==> src/rtl/key_event_sched.sv <==
// key_event_sched: turns raw PS/2 scan-code bytes into one event per key press.
// It strips break (F0 xx) and extended (E0 ...) sequences and suppresses typematic
// repeat. Accepted make codes are queued and handed out over a valid/ready handshake.
module key_event_sched #(
  parameter int DEPTH   = 4,
  parameter int AW      = 2,
  parameter int TIMEOUT = 50000,
  parameter int TW      = 16
) (
  input  logic       clk,
  input  logic       reset,
  input  logic       rx_done_tick,
  input  logic [7:0] rx_data,
  input  logic       key_ready,
  output logic       key_valid,
  output logic [7:0] key_code,
  output logic [7:0] held_code,
  output logic       overflow
);

  typedef enum logic [1:0] {IDLE, BRK, EXT, EXT_BRK} state_t;

  localparam logic [AW:0]   FULL_CNT = (AW+1)'(DEPTH);
  localparam logic [TW-1:0] TO_LAST  = TW'(TIMEOUT - 1);

  state_t        state, state_n;
  logic [TW-1:0] tmo_cnt, tmo_cnt_n;
  logic [7:0]    held_n;
  logic          push_req;
  logic          ignored;

  logic [7:0]    mem [DEPTH];
  logic [AW-1:0] wr_ptr, rd_ptr, wr_ptr_n, rd_ptr_n;
  logic [AW:0]   count, count_n;
  logic          pop, full, push_ok, ovf_set;
  logic [7:0]    head_n;

  // Protocol bytes that never represent a key.
  always_comb begin
    ignored = (rx_data inside {8'h00, 8'hAA, 8'hEE, 8'hFA, 8'hFE, 8'hFF});
  end

  // Parser: next state, make-code push request and held-key tracking.
  always_comb begin
    state_n  = state;
    held_n   = held_code;
    push_req = 1'b0;
    case (state)
      IDLE: begin
        if (rx_done_tick) begin
          if (rx_data == 8'hE0) begin
            state_n = EXT;
          end else if (rx_data == 8'hF0) begin
            state_n = BRK;
          end else if (!ignored && !(held_code != 8'h00 && rx_data == held_code)) begin
            push_req = 1'b1;
            held_n   = rx_data;
          end
        end
      end
      BRK: begin
        if (rx_done_tick) begin
          if (rx_data == held_code) held_n = 8'h00;
          state_n = IDLE;
        end else if (tmo_cnt == TO_LAST) begin
          state_n = IDLE;
        end
      end
      EXT: begin
        if (rx_done_tick) begin
          state_n = (rx_data == 8'hF0) ? EXT_BRK : IDLE;
        end else if (tmo_cnt == TO_LAST) begin
          state_n = IDLE;
        end
      end
      EXT_BRK: begin
        if (rx_done_tick || tmo_cnt == TO_LAST) state_n = IDLE;
      end
      default: state_n = IDLE;
    endcase
    // Every byte in a prefix state leaves that state, so the counter only
    // survives idle cycles; any state change (or IDLE) restarts it.
    tmo_cnt_n = (state_n == IDLE || state_n != state) ? '0 : tmo_cnt + 1'b1;
  end

  // FIFO bookkeeping and the registered head-of-queue value.
  always_comb begin
    pop      = key_valid && key_ready;
    full     = (count == FULL_CNT);
    push_ok  = push_req && (!full || pop);
    ovf_set  = push_req && full && !pop;
    wr_ptr_n = push_ok ? wr_ptr + 1'b1 : wr_ptr;
    rd_ptr_n = pop ? rd_ptr + 1'b1 : rd_ptr;
    count_n  = count;
    if (push_ok && !pop) count_n = count + 1'b1;
    if (!push_ok && pop) count_n = count - 1'b1;
    // The slot being written becomes the head only when the queue is
    // otherwise empty after this cycle's pop; bypass it so the output is
    // valid one cycle after the strobe.
    if (count_n == '0) begin
      head_n = 8'h00;
    end else if (push_ok && wr_ptr == rd_ptr_n) begin
      head_n = rx_data;
    end else begin
      head_n = mem[rd_ptr_n];
    end
  end

  // State, counters and registered outputs.
  always_ff @(posedge clk) begin
    if (reset) begin
      state     <= IDLE;
      tmo_cnt   <= '0;
      held_code <= 8'h00;
      wr_ptr    <= '0;
      rd_ptr    <= '0;
      count     <= '0;
      key_valid <= 1'b0;
      key_code  <= 8'h00;
      overflow  <= 1'b0;
    end else begin
      state     <= state_n;
      tmo_cnt   <= tmo_cnt_n;
      held_code <= held_n;
      wr_ptr    <= wr_ptr_n;
      rd_ptr    <= rd_ptr_n;
      count     <= count_n;
      key_valid <= (count_n != '0);
      key_code  <= head_n;
      if (ovf_set) overflow <= 1'b1;
    end
  end

  // FIFO storage.
  always_ff @(posedge clk) begin
    if (push_ok) mem[wr_ptr] <= rx_data;
  end

endmodule

==> config.mk <==
export PLATFORM = sky130hd
export DESIGN_NAME = key_event_sched
export DESIGN_NICKNAME = d
export VERILOG_FILES = /design/src/rtl/key_event_sched.sv
export SDC_FILE = /design/constraint.sdc
export NUM_CORES = 1
export LEC_CHECK = 0
export CORE_AREA = 4 4 134 104
export DETAILED_ROUTE_END_ITERATION = 7
export DIE_AREA = 0 0 138 108
export GPL_TIMING_DRIVEN = 0
export PLACE_DENSITY = 0.54
export SLEW_MARGIN = 20
export SYNTH_ARGS = -nofsm -noshare
export SYNTH_HDL_FRONTEND = slang
export SYNTH_SLANG_ARGS = --single-unit
==> constraint.sdc <==
create_clock -name clk -period 2.8 [get_ports clk]
set_clock_uncertainty 0.2 [all_clocks]
set_input_delay 0.28 -clock clk [delete_from_list [all_inputs] [get_ports clk]]
set_output_delay 0.28 -clock clk [all_outputs]
set_load 0.05 [all_outputs]
==> qor.txt, run 1 <==
Status: complete, no violations
Syn_nets: 328
Multi-input logic area: 1640 um^2
Clk slew on worst S/H paths: 0.06 ns
Final min period: 2.72 ns
Worst Reg-to-Reg Cells: 7
Pwr/cell area: 829 nW/um^2
Clock Sinks: 75
Crit-path max cell delay: 0.58 ns
Total track usage: 10.4%
Post-route ant nets: 0
Layout area overhead: 30.5%
Site Rows: 36
Final worst slack: 0.0818 ns
Fillers: 1234
Synthesized area: 3450 um^2
Pins Over Slew Limit: 0
First-pass GRT wire length: 12100 um
CP Cell Sequence: clkdlybuf4s50_1 -> or3b_4 -> and3b_1 -> o211ai_1 -> or3_1 -> buf_6 -> mux2_2 -> o21ai_4 -> a21oi_1
Critical Path Start Type: primary input
DIE HEIGHT: 108 um
Simple-Gate Fraction of Synth Area: 16.9%
Initial antenna violation count: 0
Placed cell count: 508
Antenna diode count: 0
Hold path depth: 1
Max_cap viols: 0
Finish-stage setup viols: 0
Slew @ Worst Pin: 1.11 ns
CTS Buf Count: 9
Synth Area in Compound Gates: 7.65%
Crit path max fanout: 7
Top Family by Delay on Critical Path: simple AND/OR/NAND/NOR gates
Fin. Hold Viols: 0
Vias in the first global route: 2214
# nets final: 371
Via/cell ratio: 4.51
Reg2reg end: key_code[4]
Synth Area in XOR/XNOR: 7.33%
Worst hold endpoint: mem[3][2]
Period utilization: 97.1%
Seq/Total Area, Yosys: 52.8%
Mux share of post-synthesis cell area: 9.14%
RSZ-0062 raised after global routing: false
Crit path kind: primary input to flip-flop
Starting Density: 27.2%
Hold-fix buffers, CTS: 0
Vias: 2377
WP buf/inv: 2
CORE AREA: 12700 um^2
Cell variety after synth: 52
HP Start: rx_data[2]
Clock buffer depth: 2
Die area: 14900 um^2
Largest net degree at the start of global routing: 14
DRC viols: 0
Hold Crit Class: primary input to flip-flop
Chip width: 138 um
Required @ worst endpoint: 2.81 ns
CTS tree: built
Reg area: 1820 um^2
Arr. time, crit path: 2.73 ns
DR WL/cell: 14.5 um
Synth Register Bits: 75
1st-iter DRT viols: 135
CTS H-tree depth: 3
Max_slew headroom: 25.9%
Share of layout cells above drive strength 1: 18.3%
Fmax: 368 MHz
Crit end category: flip-flop
LEAKAGE: 1.59 nW
Non-Filler Instances: 527
WL final: 7640 um
Post-Syn Area per Cell: 11.2 um^2
RR Startpoint: key_valid
Synthesis warning total: 0
Gpl congestion: 0.792
Place WS: -0.580 ns
Root buf cell: clkbuf_16
Slowest-stage cell, CP: clkdlybuf4s50_1
Remaining Overflow, GRT: 0
I/O pin count: 30
VDD IR max: 297 uV
Drt pass-1 iters: 4
R2R setup slack: 0.21 ns
Skew-Pair Late Insertion Delay: 0.33 ns
Largest family of logic cells by synthesized area: simple AND/OR/NAND/NOR gates
# port buffers: 29
Post-synthesis adder-cell area fraction: 2.90%
HPWL after detailed placement: 5270 um
Mapped Cells: 308
timing repair:
action                     CTS  global route
gates resized for setup     11            31
setup endpoints to repair   58            60
pin swaps                    1             5
setup buffers                1             0
cloned                       0             2
sequential cells by signal, indices dropped and copies added (netlist names):
name	count
held_code	8
rd_ptr	2
key_valid	1
overflow	1
key_code	8
tmo_cnt	16
count	3
state	2
mem	32
wr_ptr	2
metrics by stage:
step | util, % | TNS [ns] | hold slack (ns) | cell area [um^2] | power [W]
final | 35.4 | 0 | 0.0637 | 4500 | 0.00373
after global routing | 35.4 | 0 | 0.0961 | 4500 | 0.00388
after CTS | 34.4 | 0 | 0.252 | 4360 | 0.00369
after detailed placement | 31.1 | -28.60 | 0.242 | 3950 | 0.00225
after global placement | 31.1 | -27.29 | 0.230 | 3950 | 0.00224
after floorplan | - | 0 | 0.179 | 3450 | 0.00199
cell families after synthesis:
family | count (synthesis)
mux | 20
fa+ha+maj | 8
buf+inv | 23
simple gates | 117
flops | 75
xor+xnor | 28
compound gates | 37
cell usage in the layout (no fill, tap or decap), drive strengths merged, types with 2 or more instances in the layout:
cell type,instances
and2,4
xnor2,11
or2,8
a21oi,22
nand4,4
a311oi,2
nand3,8
xor2,17
dfxtp,43
buf,11
nor4,6
clkbuf,13
nor2,36
nand2,30
edfxtp,32
or2b,2
clkinv,2
o21ai,3
inv,10
mux2i,11
and3,4
bufinv,4
nor3,7
mux4,8
mux2,2
ha,8
clkdlybuf4s50,25
dlymetal6s2s,3
power by group:
group / internal (W) / switching, W / leakage, nW
registers: 0.00126 / 0.0000541 / 0.645
logic: 0.000414 / 0.000593 / 0.767
clock network: 0.000964 / 0.000446 / 0.177
worst max-delay path by stage:
stage | cells after the start | slack, ns | to | start
4_1_cts | 10 | 0.01 | key_code[7] | rx_data[6]
3_5_place_dp | 9 | -0.58 | key_code[4] | rx_data[0]
5_1_grt | 9 | 0.003 | key_code[5] | rx_done_tick
6_report | 9 | 0.08 | key_code[7] | rx_done_tick
2_1_floorplan | 8 | 0.25 | key_code[0] | held_code[2]
3_3_place_gp | 9 | -0.60 | key_code[4] | rx_data[0]
area by class of cell:
class,count,area share (%)
clock inverter,6,3.06
sequential,75,40.5
multi-input combinational,212,36.4
buffer,13,2.61
clock buffer,10,5.09
tap,171,4.75
inverter,10,0.834
timing repair buffer,30,6.75
metal layers:
| metal | wire, um | up-vias | GRT usage [%] |
|---|---|---|---|
| met5 | 0 | - | 0 |
| met4 | 138 | 0 | 3.39 |
| met3 | 327 | 11 | 3.58 |
| met2 | 3120 | 47 | 13.8 |
| met1 | 4060 | 1136 | 15.7 |
| li1 | - | 1183 | - |
worst reg2reg max path, delay by kind of cell (launching register included):
family | cells | cell delay, ns
AND/OR/NAND/NOR | 2 | 0.30
flip-flops | 1 | 0.38
AO/OA/AOI/OAI | 1 | 0.06
multiplexers | 1 | 0.28
buffers and inverters | 1 | 0.19
XOR/XNOR | 2 | 1.07
cell usage after synthesis (all sizes together):
cell,number,share of area [%]
or3b,1,0.33
o22a,1,0.51
o211ai,1,0.22
inv,10,1.1
nand2b,1,0.18
a32oi,1,0.25
mux2,2,0.65
nor4,6,1.5
dfxtp,43,25
clkbuf,5,0.58
nor2,36,3.9
o221ai,1,0.44
and4,1,0.25
edfxtp,32,28
o31ai,1,0.22
and2,4,0.73
nor2b,1,0.18
a21oi,22,3.2
a311oi,2,0.51
mux2i,10,3.3
and3b,1,0.25
or3,1,0.18
nor4b,1,0.25
nand2,30,3.3
xor2,17,4.5
nor3,7,1.2
nand3b,1,0.22
ha,8,2.9
or2,8,1.5
a31oi,1,0.62
nand3,8,1.2
o21ai,2,0.40
o21bai,1,0.22
a211oi,1,0.22
nand4,4,0.73
mux4,8,5.2
a2111o,1,0.33
xnor2,11,2.8
buf,8,1.6
a41oi,1,0.25
and3,4,0.73
or2b,2,0.44
a41o,1,0.29
(Power assumes the default switching activity.)
==> run 2: changes to the inputs <==
- SLEW_MARGIN: 20 -> default
==> results of run 2 <==
Final layout, timing and power as in run 1 (identical DEF).
